$ cat src/rtl/gpio_arbiter.sv
// Two-master round-robin arbiter in front of a single GPIO register slave.
// One transaction in flight at a time; the last grantee may hold the slave with m_lock.
module gpio_arbiter #(
    parameter int unsigned ADDR_W = 2,
    parameter int unsigned DATA_W = 32
) (
    input  logic              clk,
    input  logic              reset,

    input  logic              m0_read_i,
    input  logic              m0_write_i,
    input  logic              m0_lock_i,
    input  logic [ADDR_W-1:0] m0_address_i,
    input  logic [DATA_W-1:0] m0_writedata_i,
    output logic              m0_waitrequest_o,
    output logic              m0_readdatavalid_o,
    output logic [DATA_W-1:0] m0_readdata_o,

    input  logic              m1_read_i,
    input  logic              m1_write_i,
    input  logic              m1_lock_i,
    input  logic [ADDR_W-1:0] m1_address_i,
    input  logic [DATA_W-1:0] m1_writedata_i,
    output logic              m1_waitrequest_o,
    output logic              m1_readdatavalid_o,
    output logic [DATA_W-1:0] m1_readdata_o,

    output logic              s_chipselect_o,
    output logic              s_write_n_o,
    output logic [ADDR_W-1:0] s_address_o,
    output logic [DATA_W-1:0] s_writedata_o,
    input  logic [DATA_W-1:0] s_readdata_i
);

    typedef enum logic [1:0] {
        IDLE  = 2'd0,
        ISSUE = 2'd1,
        RDATA = 2'd2
    } state_t;

    state_t              state_q;
    logic                gnt_q;
    logic                last_gnt_q;
    logic                rvalid_q;
    logic                cs_q;
    logic                write_n_q;
    logic [ADDR_W-1:0]   addr_q;
    logic [DATA_W-1:0]   wdata_q;

    logic                req0;
    logic                req1;
    logic                last_lock;
    logic                gnt_d;
    logic                cmd_write;
    logic [ADDR_W-1:0]   cmd_addr;
    logic [DATA_W-1:0]   cmd_wdata;
    logic                issue0;
    logic                issue1;

    assign req0      = m0_read_i | m0_write_i;
    assign req1      = m1_read_i | m1_write_i;
    assign last_lock = last_gnt_q ? m1_lock_i : m0_lock_i;

    // Round-robin pick; a locking last grantee keeps the slave under contention.
    always_comb begin
        gnt_d = last_gnt_q;
        if (req0 && req1) begin
            gnt_d = last_lock ? last_gnt_q : ~last_gnt_q;
        end else begin
            gnt_d = req1;
        end
    end

    assign cmd_write = gnt_d ? m1_write_i     : m0_write_i;
    assign cmd_addr  = gnt_d ? m1_address_i   : m0_address_i;
    assign cmd_wdata = gnt_d ? m1_writedata_i : m0_writedata_i;

    always_ff @(posedge clk) begin
        if (reset) begin
            state_q    <= IDLE;
            gnt_q      <= 1'b0;
            last_gnt_q <= 1'b1;
            rvalid_q   <= 1'b0;
            cs_q       <= 1'b0;
            write_n_q  <= 1'b1;
            addr_q     <= '0;
            wdata_q    <= '0;
        end else begin
            case (state_q)
                IDLE: begin
                    rvalid_q <= 1'b0;
                    if (req0 || req1) begin
                        gnt_q     <= gnt_d;
                        cs_q      <= 1'b1;
                        write_n_q <= ~cmd_write;
                        addr_q    <= cmd_addr;
                        wdata_q   <= cmd_wdata;
                        state_q   <= ISSUE;
                    end
                end
                ISSUE: begin
                    last_gnt_q <= gnt_q;
                    cs_q       <= 1'b0;
                    write_n_q  <= 1'b1;
                    addr_q     <= '0;
                    wdata_q    <= '0;
                    rvalid_q   <= write_n_q;
                    state_q    <= write_n_q ? RDATA : IDLE;
                end
                RDATA: begin
                    rvalid_q <= 1'b0;
                    state_q  <= IDLE;
                end
                default: begin
                    rvalid_q  <= 1'b0;
                    cs_q      <= 1'b0;
                    write_n_q <= 1'b1;
                    addr_q    <= '0;
                    wdata_q   <= '0;
                    state_q   <= IDLE;
                end
            endcase
        end
    end

    assign issue0 = (state_q == ISSUE) && !gnt_q;
    assign issue1 = (state_q == ISSUE) &&  gnt_q;

    // Reset masks every response so an aborted read never surfaces.
    assign m0_waitrequest_o   = req0 && !issue0 && !reset;
    assign m1_waitrequest_o   = req1 && !issue1 && !reset;
    assign m0_readdatavalid_o = rvalid_q && !gnt_q && !reset;
    assign m1_readdatavalid_o = rvalid_q &&  gnt_q && !reset;
    assign m0_readdata_o      = m0_readdatavalid_o ? s_readdata_i : '0;
    assign m1_readdata_o      = m1_readdatavalid_o ? s_readdata_i : '0;

    assign s_chipselect_o = cs_q && !reset;
    assign s_write_n_o    = write_n_q || reset;
    assign s_address_o    = reset ? '0 : addr_q;
    assign s_writedata_o  = reset ? '0 : wdata_q;

endmodule

$ cat config.mk
export PLATFORM = sky130hd
export DESIGN_NAME = gpio_arbiter
export DESIGN_NICKNAME = d
export VERILOG_FILES = /design/src/rtl/gpio_arbiter.sv
export SDC_FILE = /design/constraint.sdc
export NUM_CORES = 1
export LEC_CHECK = 0
export ABC_AREA = 1
export ABC_CLOCK_PERIOD_IN_PS = 1430
export BUFFER_PORTS_ARGS = -buffer_cell sky130_fd_sc_hd__buf_2
export CAP_MARGIN = 20
export CORE_MARGIN = 3
export CORE_UTILIZATION = 41
export CTS_CLUSTER_DIAMETER = 40
export DETAILED_ROUTE_END_ITERATION = 7
export PLACE_DENSITY = 0.87
export REMOVE_ABC_BUFFERS = 1
export SLEW_MARGIN = 20
export SYNTH_ARGS = -nofsm -noshare
export SYNTH_HDL_FRONTEND = slang
export SYNTH_SLANG_ARGS = --single-unit
$ cat constraint.sdc
create_clock -name clk -period 1.43 [get_ports clk]
set_input_delay 0.143 -clock clk [delete_from_list [all_inputs] [get_ports clk]]
set_output_delay 0.143 -clock clk [all_outputs]
set_load 0.02 [all_outputs]
=== Word-level counts from Yosys, hierarchy flattened ===
Index checks and enable logic that the tools add are counted.
W data, S select, Z words.

* Reductions and logical operators: 22
* Bitwise gates (word level): 6
* Eq/ne operators: 3
* Multiplexer cells: 21

{| class="wikitable"
|+ Operators with widths
! operator !! count
|-
| $mux W32 || 5
|-
| $pmux W32 S2 || 1
|-
| $logic_and A1 B1 Y1 || 12
|-
| $mux W2 || 5
|-
| $pmux W2 S2 || 2
|-
| $mux W1 || 6
|-
| $logic_not A1 Y1 || 4
|-
| $not A1 Y1 || 4
|-
| $pmux W1 S2 || 2
|-
| $reduce_and A2 Y1 || 2
|-
| $eq A2 B1 Y1 const B || 1
|-
| $eq A2 B2 Y1 const B || 1
|-
| $logic_not A2 Y1 || 1
|-
| $logic_or A1 B1 Y1 || 2
|-
| $ne A2 B2 Y1 const B || 1
|-
| $or A1 B1 Y1 || 2
|-
| $reduce_or A2 Y1 || 1
|}

* Logic and storage cells: 60
* Input bits: 108
* Register bits after elaboration: 41
* Output and inout bits: 104

=== Depth between registers and ports, before layout ===
* Depth in word-level cells: 7
* Gate-level depth with buffers: 8
* Gate-level depth less buffers: 7

=== Worst setup path after synthesis ===
Ideal clock, no wire load.

* Kind: register to output
* Start point: register gnt_q
* End point: output port m1_readdata_o[10]
* Buffers on the path: 1
* Stages on the path, launching flop included: 6
* Data arrival time: 1291 ps
* Setup slack: -4 ps
* Cells stage by stage: dfxtp_1 > inv_2 > nor3_4 > inv_2 > buf_6 > nor2_1

* Longest elaborated chain between the ends: 3

{| class="wikitable"
|+ Ends and longest elaborated chain
! element !! line !! source
|-
| start: declaration || 42 || <nowiki>logic gnt_q;</nowiki>
|-
| start signal: assignment || 93 || <nowiki>gnt_q <= gnt_d;</nowiki>
|-
| $logic_and A1 B1 Y1 (2 in series) || 133 || <nowiki>assign m1_readdatavalid_o = rvalid_q && gnt_q && !reset;</nowiki>
|-
| via m1_readdatavalid_o || 25 || <nowiki>output logic m1_readdatavalid_o,</nowiki>
|-
| $mux W32 || 135 || <nowiki>assign m1_readdata_o = m1_readdatavalid_o ? s_readdata_i : '0;</nowiki>
|-
| end: declaration || 26 || <nowiki>output logic [DATA_W-1:0] m1_readdata_o,</nowiki>
|}

The timed path passes the listed nets, and every way through them passes these cells.

=== Worst setup path after layout ===
* Start point: register gnt_q
* End point: output port m1_readdata_o[22]

* Longest elaborated chain between the ends: 3

{| class="wikitable"
|+ Ends and longest elaborated chain
! element !! line
|-
| $logic_and A1 B1 Y1 (2 in series) || 133
|-
| $mux W32 || 135
|}

Every way passes these cells.

==> metrics.yaml <==
sta:
  fin_setup_tns_ns: -4.20
  timing.final.crit_share_pct: 110
  setup_slack_ns: -0.140
  drv_slew: 0
  rsz0062_at_grt: "yes"
  worstMarginPinSlew_ns: 0.397
  maxSlewHeadroom_pct: 73.5
  setup-violations-final: 64
  fmax_ghz: 0.637
  hold_viol: 0
  fin_crit_ns: 1.57
  hold_ws_ns: 0.139
  skew_ns: 0.0109
cells_and_area:
  most-common-layout-cells: "buf_2, inv_1, nand3_1"
  drive_above_1_share_pct: 43.2
  final_common_cell: "buf_2"
  area_delta_synth_final_pct: 69.1
  finalNetCount: 832
  instances_no_fill: 824
global_route:
  grt_pass1_vias: 3590
  grt_max_degree: 37
  track_usage_pct: 25.9
  antenna_found_initial: 3
  grt_first_pass_wirelength_mm: 17.4
  grt_overflow: 0
clock_tree:
  htreeDepth: 2
  clkLatencyLatePin_ns: 0.29
  cts_buffers: 5
  clk_pin_slew_worst_paths_ns: 0.08
  clock_sinks: 41
  cts_root_buffer: "clkbuf_8"
  clockBufferDepth: 2
  cts_tree: "built"
die:
  start_util_pct: 42.8
  io_pins: 212
  row_count: 30
  chipHeight_um: 90.6
  core_sq_um: 6870
  die_area_sq_um: 8210
  die_w_um: 90.6
worst_setup_path:
  path_cells: "inv_2 -> nor3_4 -> buf_6 -> inv_8 -> nor2_1 -> buf_4"
  cp.required_ns: 1.29
  reg2reg_to: "wdata_q[21]$_SDFFE_PP0P_"
  arrival_ns: 1.43
  endpoint_kind: "output port"
  r2r-start: "last_gnt_q$_SDFFE_PP1N_"
  r2r_setup_slack_ns: 0.16
  cp_top_family: "buffers and inverters"
  crit_fanout: 16
  worst_setup_path_start_kind: "register"
  critical_path_buf_inv_count: 4
  worstRegToRegCells: 7
  cpMaxStageDelayCell: "dfxtp_4"
  crit_type: "reg2out"
  slowest_delay_ns: 0.38
worst_hold_path:
  holdPathEnd: "wdata_q[18]$_SDFFE_PP0P_"
  min_path_type: "in2reg"
  hp-start: "m0_writedata_i[18]"
  hold_depth: 5
drt:
  routed_via_density: 4.88
  drt-total-wl_mm: 12.3
  remaining_drc_errors: 0
  postRouteAntennaNets: 0
  wl_per_cell_um: 15.0
  drtIter0Drc: 187
  first_pass_iters: 5
  vias: 4017
logic_synthesis:
  synth_enable_flop_cells: 0
  netlist_area_sq_um: 2940
  synth_flop_cell: "dfxtp_1"
  ys_ff_latch: 41
  netlist.area_leader.share_pct: 28.0
  async_flop_share_pct: 0
  synthCells: 520
  yosysUniqueCellTypes: 22
  syn_area_per_cell_sq_um: 5.65
  ys_warn_count: 0
  yosysTopAreaCell: "dfxtp_1"
  synth_area_leaders: "dfxtp_1, inv_1, nand3_1"
  ys_seq_area_share_pct: 28.0
placed_design:
  io_buffers: 211
  gp_congestion: 0.841
  placed_cells: 807
  post-dp-hpwl_mm: 7.76
pwr:
  seq_power_share_pct: 39.6
  comb_power_share_pct: 38.4
  p_int_mw: 2.08
  power_switching_share_pct: 37.7
  vdd_drop_max_mv: 0.525
  leakagePower_nw: 2.87
  switchingPower_mw: 1.25
  p_per_area_nw_per_um2: 671
  power_frac_clock_pct: 22.1
job:
  cap_viol_max_count: 0
status:
  status: "finished with violations"
  failed_checks: "setup timing"
[layer usage]
metal,routed length (um),global-route usage [%],vias up
met2,6110,45.7,251
met4,606,15.6,0
met3,1160,7.00,49
li1,-,-,1925
met5,0,0,-
met1,4450,27.2,1792
[layout make-up]
type                            instances  area (sq um)
Fill cell                             524          1900
Inverter                              148           584
Sequential cell                        41           828
Clock inverter                          1          7.51
Timing Repair Buffer                  224          1570
Multi-Input combinational cell        302          1740
Timing Repair inverter                  2          27.5
Antenna cell                            3          7.51
Clock buffer                            7          76.3
Tap cell                               96           120
[synthesized netlist by cell type (2+ instances only)]
library cell	count
nand2_1	78
nand2_2	4
inv_1	142
dfxtp_1	41
buf_6	9
a211oi_1	2
nor3_4	2
clkbuf_1	2
buf_2	16
a21oi_1	2
nand3_1	102
nor4_1	2
nor2_1	103
nor2_2	2
inv_2	6
[cells by family after synthesis]
| kind of cell | count (synthesis) | share of synthesized area [%] |
|---|---|---|
| buf+inv | 177 | 25.7 |
| compound gates | 6 | 1.32 |
| simple gates | 296 | 45.0 |
| flops | 41 | 28.0 |
[stage by stage]
step | cell area [sq um] | power, mW | utilization (%) | setup slack (ns)
3_5_place_dp | 4010 | 2.45 | 58.3 | 0.0739
2_1_floorplan | 2740 | 1.99 | - | -0.0436
6_report | 4970 | 3.33 | 72.3 | -0.140
3_3_place_gp | 4010 | 2.42 | 58.3 | 0.154
5_1_grt | 4970 | 3.55 | 72.3 | -0.182
4_1_cts | 4640 | 3.27 | 67.6 | -0.0589
[worst max path at each step]
stage / slack (ns) / start / to / cells after the start
2_1_floorplan: -0.04 / state_q[0]$_SDFFE_PP0P_ / m0_waitrequest_o / 3
3_3_place_gp: 0.15 / gnt_q$_SDFFE_PP0P_ / m1_readdata_o[8] / 5
3_5_place_dp: 0.07 / gnt_q$_SDFFE_PP0P_ / m1_readdata_o[30] / 5
4_1_cts: -0.06 / rvalid_q$_SDFF_PP0_ / m0_readdata_o[7] / 6
5_1_grt: -0.18 / gnt_q$_SDFFE_PP0P_ / m1_readdata_o[22] / 6
6_report: -0.14 / gnt_q$_SDFFE_PP0P_ / m1_readdata_o[22] / 6
[power by group through the flow]
stage | Sequential [mW] | Clock (mW) | Combinational [mW]
3_5_place_dp | 1.34 | 0 | 1.11
6_report | 1.32 | 0.735 | 1.28
4_1_cts | 1.32 | 0.757 | 1.20
5_1_grt | 1.33 | 0.815 | 1.40
2_1_floorplan | 1.33 | 0 | 0.656
3_3_place_gp | 1.34 | 0 | 1.09
[registers in the layout, indices dropped and copies added, names as in the netlist]
signal and flops:
cs_q 1, rvalid_q 1, wdata_q 32, addr_q 2, write_n_q 1, gnt_q 1, state_q 2, last_gnt_q 1
[tightest hold or removal path, delay by kind of cell]
| kind | cells | cell delay [ns] |
|---|---|---|
| buffers and inverters | 2 | 0.10 |
| and+or+nand+nor | 3 | 0.16 |
[what timing repair did]
action                                 4_1_cts  5_1_grt
resized for setup                          165       87
buffers inserted                             4        0
pin swaps                                    2        1
setup endpoints to repair                   66       67
hold buffers                                 0        0
cloned                                       2        0
endpoints found under the hold margin        0        0
No activity file was read; power rests on OpenSTA's default activity.
